File: src/rtl/imem_loader.sv
// imem_loader: framed byte-stream to instruction-memory writer with XOR checksum;
// holds the processor in reset until a load completes with a good checksum.
module imem_loader #(
    parameter int IM_DEPTH = 256
) (
    input  logic        clk,
    input  logic        rst,
    input  logic        start,
    input  logic        in_valid,
    input  logic [7:0]  in_data,
    output logic        in_ready,
    output logic        im_wr_en,
    output logic [15:0] im_wr_addr,
    output logic [15:0] im_wr_data,
    output logic        cpu_hold,
    output logic        done,
    output logic        error
);
    typedef enum logic [2:0] {IDLE, LEN_HI, LEN_LO, DATA_HI, DATA_LO, CHECK, DONE, ERR} state_t;

    localparam logic [15:0] DEPTH = 16'(IM_DEPTH);

    state_t      state, state_nx;
    logic [15:0] len, idx;
    logic [7:0]  xsum, hi_byte;
    logic        acc, launch;
    logic [15:0] len_nx, idx_nx;

    assign in_ready = state inside {LEN_HI, LEN_LO, DATA_HI, DATA_LO, CHECK};
    assign acc      = in_valid && in_ready;
    assign launch   = start && (state inside {IDLE, DONE, ERR});
    assign len_nx   = {len[15:8], in_data};
    assign idx_nx   = idx + 16'd1;
    assign done     = state == DONE;
    assign error    = state == ERR;
    assign cpu_hold = state != DONE;

    always_ff @(posedge clk or negedge rst) begin
        if (!rst) state <= IDLE;
        else      state <= state_nx;
    end

    always_comb begin
        state_nx = state;
        case (state)
            IDLE, DONE, ERR: state_nx = launch ? LEN_HI : state;
            LEN_HI:  state_nx = acc ? LEN_LO : state;
            LEN_LO:  state_nx = !acc ? state : (len_nx > DEPTH) ? ERR : (len_nx == 16'd0) ? CHECK : DATA_HI;
            DATA_HI: state_nx = acc ? DATA_LO : state;
            DATA_LO: state_nx = !acc ? state : (idx_nx == len) ? CHECK : DATA_HI;
            CHECK:   state_nx = !acc ? state : (in_data == xsum) ? DONE : ERR;
            default: state_nx = IDLE;
        endcase
    end

    // The write strobe is a registered one-cycle pulse; address/data stay put until the next word.
    always_ff @(posedge clk or negedge rst) begin
        if (!rst) begin
            len        <= '0;
            idx        <= '0;
            xsum       <= '0;
            hi_byte    <= '0;
            im_wr_en   <= 1'b0;
            im_wr_addr <= '0;
            im_wr_data <= '0;
        end else begin
            im_wr_en <= 1'b0;
            if (launch) begin
                idx  <= '0;
                xsum <= '0;
            end
            if (acc && state != CHECK) xsum <= xsum ^ in_data;
            if (acc && state == LEN_HI) len[15:8] <= in_data;
            if (acc && state == LEN_LO) len[7:0] <= in_data;
            if (acc && state == DATA_HI) hi_byte <= in_data;
            if (acc && state == DATA_LO) begin
                im_wr_en   <= 1'b1;
                im_wr_addr <= idx;
                im_wr_data <= {hi_byte, in_data};
                idx        <= idx_nx;
            end
        end
    end
endmodule

File: config.mk
export PLATFORM = sky130hd
export DESIGN_NAME = imem_loader
export DESIGN_NICKNAME = d
export VERILOG_FILES = /design/src/rtl/imem_loader.sv
export SDC_FILE = /design/constraint.sdc
export NUM_CORES = 1
export LEC_CHECK = 0
export CORE_UTILIZATION = 50
export DETAILED_ROUTE_END_ITERATION = 10
export GPL_TIMING_DRIVEN = 1
export PLACE_DENSITY_LB_ADDON = 0.12
export SYNTH_ARGS = -nofsm -noshare
export SYNTH_HDL_FRONTEND = slang
export SYNTH_SLANG_ARGS = --single-unit
export TNS_END_PERCENT = 1
File: constraint.sdc
create_clock -name clk -period 2.63 [get_ports clk]
set_clock_uncertainty 0.1 [all_clocks]
set_input_delay 0.6575 -clock clk [delete_from_list [all_inputs] [get_ports clk]]
set_output_delay 0.6575 -clock clk [all_outputs]
set_load 0.02 [all_outputs]
==> results of run 1 <==
[registers in the layout, indices dropped and copies added, names as in the netlist]
register,cells
len,16
xsum,8
im_wr_addr,16
im_wr_data,16
hi_byte,8
idx,16
im_wr_en,1
state,3
[stage by stage]
stage                     total power (uW)  hold WS, ns  area, um^2  instances  setup WS [ns]
after floorplan                       3302       0.2619        4243        456         0.4338
after global placement                3973       0.3574        4931        606        0.09997
after detailed placement              4038       0.3569        4931        606        0.04242
after CTS                             5011       0.1051        5139        622        0.05230
after global routing                  5326       0.1131        5146        622        0.02021
final                                 4974       0.1010        5146        622        0.08086
[report_power, final]
| group | leakage, uW | switching [uW] | internal (uW) | total, uW |
|---|---|---|---|---|
| registers | 0.00109 | 303 | 1700 | 2010 |
| clock network | 0.0000991 | 500 | 472 | 972 |
| logic | 0.00114 | 1020 | 974 | 2000 |
| total | 0.00233 | 1830 | 3150 | 4970 |
[cell usage after synthesis, drive strengths merged]
cell type / count
o22ai: 1
mux2: 24
xnor2: 19
nor3b: 2
a31oi: 4
or2: 1
nor2: 16
ha: 1
nor2b: 3
or4b: 1
nor3: 3
and2: 5
a221oi: 1
a2bb2oi: 1
nand2: 125
and3: 4
clkinv: 1
dfrtp: 84
or3: 1
buf: 5
or4: 1
nand4: 6
inv: 4
nor4: 7
a22o: 2
o2bb2ai: 1
clkbuf: 25
o211ai: 1
nand3b: 2
a211oi: 1
nor4b: 1
o311ai: 1
o41ai: 1
xor2: 9
o21ai: 42
a21oi: 14
o211a: 1
mux2i: 2
nand3: 9
a22oi: 1
and4: 3
nand2b: 13
o31ai: 6
a21o: 1
[final cells by class]
class	count	share of cell area (%)
Sequential cell	84	40.85
Multi-Input combinational cell	337	38.44
Clock inverter	6	1.386
Inverter	5	0.3647
Clock buffer	10	2.674
Tap cell	105	2.553
Timing Repair Buffer	75	13.74
[metal layers]
metal / vias to the layer above / wire, um
met4: 0 / 63
li1: 1661 / -
met2: 74 / 4654
met3: 7 / 374
met5: - / 0
met1: 1686 / 4398
[cells by family (layout without fill, tap and decap cells)]
family,after synthesis,after routing,synth area share [%]
AND/OR/NAND/NOR,203,203,22.41
AO/OA/AOI/OAI,79,79,11.06
adder cells (fa/ha/maj),1,1,0.2949
buffers and inverters,35,96,4.069
flip-flops,84,84,49.54
multiplexers,26,26,6.842
XOR/XNOR,28,28,5.780
[path summary, 6_finish.rpt]
check                              start            end  slack [ns]  depth (start not counted)
max                             state[2]       cpu_hold        0.08                          3
min                                  rst         idx[2]        0.10                          1
max reg2reg                       idx[1]       state[1]        0.36                          8
min reg2reg                im_wr_addr[8]  im_wr_addr[8]        0.37                          2
max in group asynchronous            rst        idx[14]        1.77                          2
min in group clk           im_wr_addr[8]  im_wr_addr[8]        0.37                          2
[repair_timing]
| item | in CTS | in global routing |
|---|---|---|
| resized for setup | 1 | 2 |
| setup buffers | 0 | 0 |
| endpoints found under the setup margin | 1 | 1 |
[worst reg2reg max path: stages, from the launching register on]
cell	delay [ns]
dfrtp_1	0.45
ha_1	0.20
and4_2	0.25
and4_1	0.32
nor3b_1	0.24
a21oi_1	0.10
nor4_1	0.26
buf_4	0.16
a21oi_1	0.06
==> metrics.txt, run 1 <==
Site Rows=33; initial antenna violation count=0; Vias=3428; final WL=between 9 and 10 mm; die height=94.12 um; number of detailed-route iterations in the first pass=4; # DRC=0; minimum clock period=2.549 ns; library cells used by synthesis=51; Reg area=0.002102 mm^2; H-tree levels=3; Seq cells post-synth=84; Final #Nets=525; combined area of the multi-input logic cells=0.001978 mm^2; family with the most delay on the worst path=buffers and inverters; worst path cell trace=inv_1 > or2_2 > clkdlybuf4s50_1; fmax=392.3 MHz; Leak=0.002326 uW; GR met2 Demand/Resource=38.26%; Core Util, Final=62.63%; clock tree buffer depth=2; Worst path max stage delay=~0.54 ns; Cell Area, Synth=~0.0042 mm^2; final setup fails=0; share of layout cells above drive strength 1=15.28%; first-pass GRT wire length=16.08 mm; Hold Path Class=primary input to async pin; CTS Buf Count=9; vias per cell=5.511; area added between synthesis and finish=21.29%; CP max FO=7; Starting DRT DRC Count=162; Worst setup EP type=output port; Hold Vio Cnt, Final=0; final cycle utilization of the critical path=a little over nine tenths; most frequent cells in the layout=125 x nand2_1, 84 x dfrtp_1, 45 x clkdlybuf4s50_1; Tightest Pin Transition=a little over 0.6 ns; worst endpoint data arrival time=approximately 1.8 ns; Crit Path Class=flip-flop to output port; number of global-route vias before repair=3239; Tot GR Track Use=23.97%; CTS tree=built; VDD IR max=around 0.54 mV; status=complete, no violations; fill count=just over 700; met1 Track Usage GR=33.81%; crit start category=flip-flop; busiest grt layer=met2; chip width=94.12 um; average size of a mapped cell=9.304 um^2; GPL Wtd Cong=0.8814; Port Buffer Count=48; DR WL/cell=approximately 15 um; dominant cell type by area after synthesis=dfrtp_1; Mapped Cells=456; setup TNS=0 ns; largest net degree at the start of global routing=51; starting density of the core=51.64%; commonest non-fill, non-tap cell in the layout=nand2_1; post-DP HPWL=6.523 mm; critical path's slowest cell=clkdlybuf4s50_1; top cell type's share of synthesized area=49.54%; CP Data Required Time=1.87 ns; WP buf/inv=2; Reg clk slew, reported paths=around 0.09 ns; Pwr per Cell Area=slightly below 1000 mW/mm^2; MaxCap Viol Count=0; final slew viol count=0; Core ar.=0.008217 mm^2; DRT antenna net count=0; die area=0.008858 mm^2; clk sinks=84; diode count=0; sequential fraction of the synthesis area=roughly half; RSZ-0062 raised after global routing=false; I/O pin total=49; ranking of synthesized cells by area=dfrtp_1 50%, nand2_1 11%, mux2_2 6.4%, o21ai_0 5.0%, xnor2_1 3.9%; root buf cell=clkbuf_8; post-cts hold buffer count=0; worst rel slew slack=59.43%; Syn. warnings=0; GR Util met3=3.155%; clock latency on the worst-skew pair=0.36 ns; GRT overflow=0; Mapped Nets=469
No activity file was read; power rests on OpenSTA's default activity.
==> run 2, diff against run 1 <==
--- a/config.mk
+++ b/config.mk
@@ -5,6 +5,7 @@
 export SDC_FILE = /design/constraint.sdc
 export NUM_CORES = 1
 export LEC_CHECK = 0
+export CAP_MARGIN = 10
 export CORE_UTILIZATION = 50
 export DETAILED_ROUTE_END_ITERATION = 10
 export GPL_TIMING_DRIVEN = 1
==> results of run 2 <==
Same layout as run 1: the final DEF is identical, and so are final timing and power.
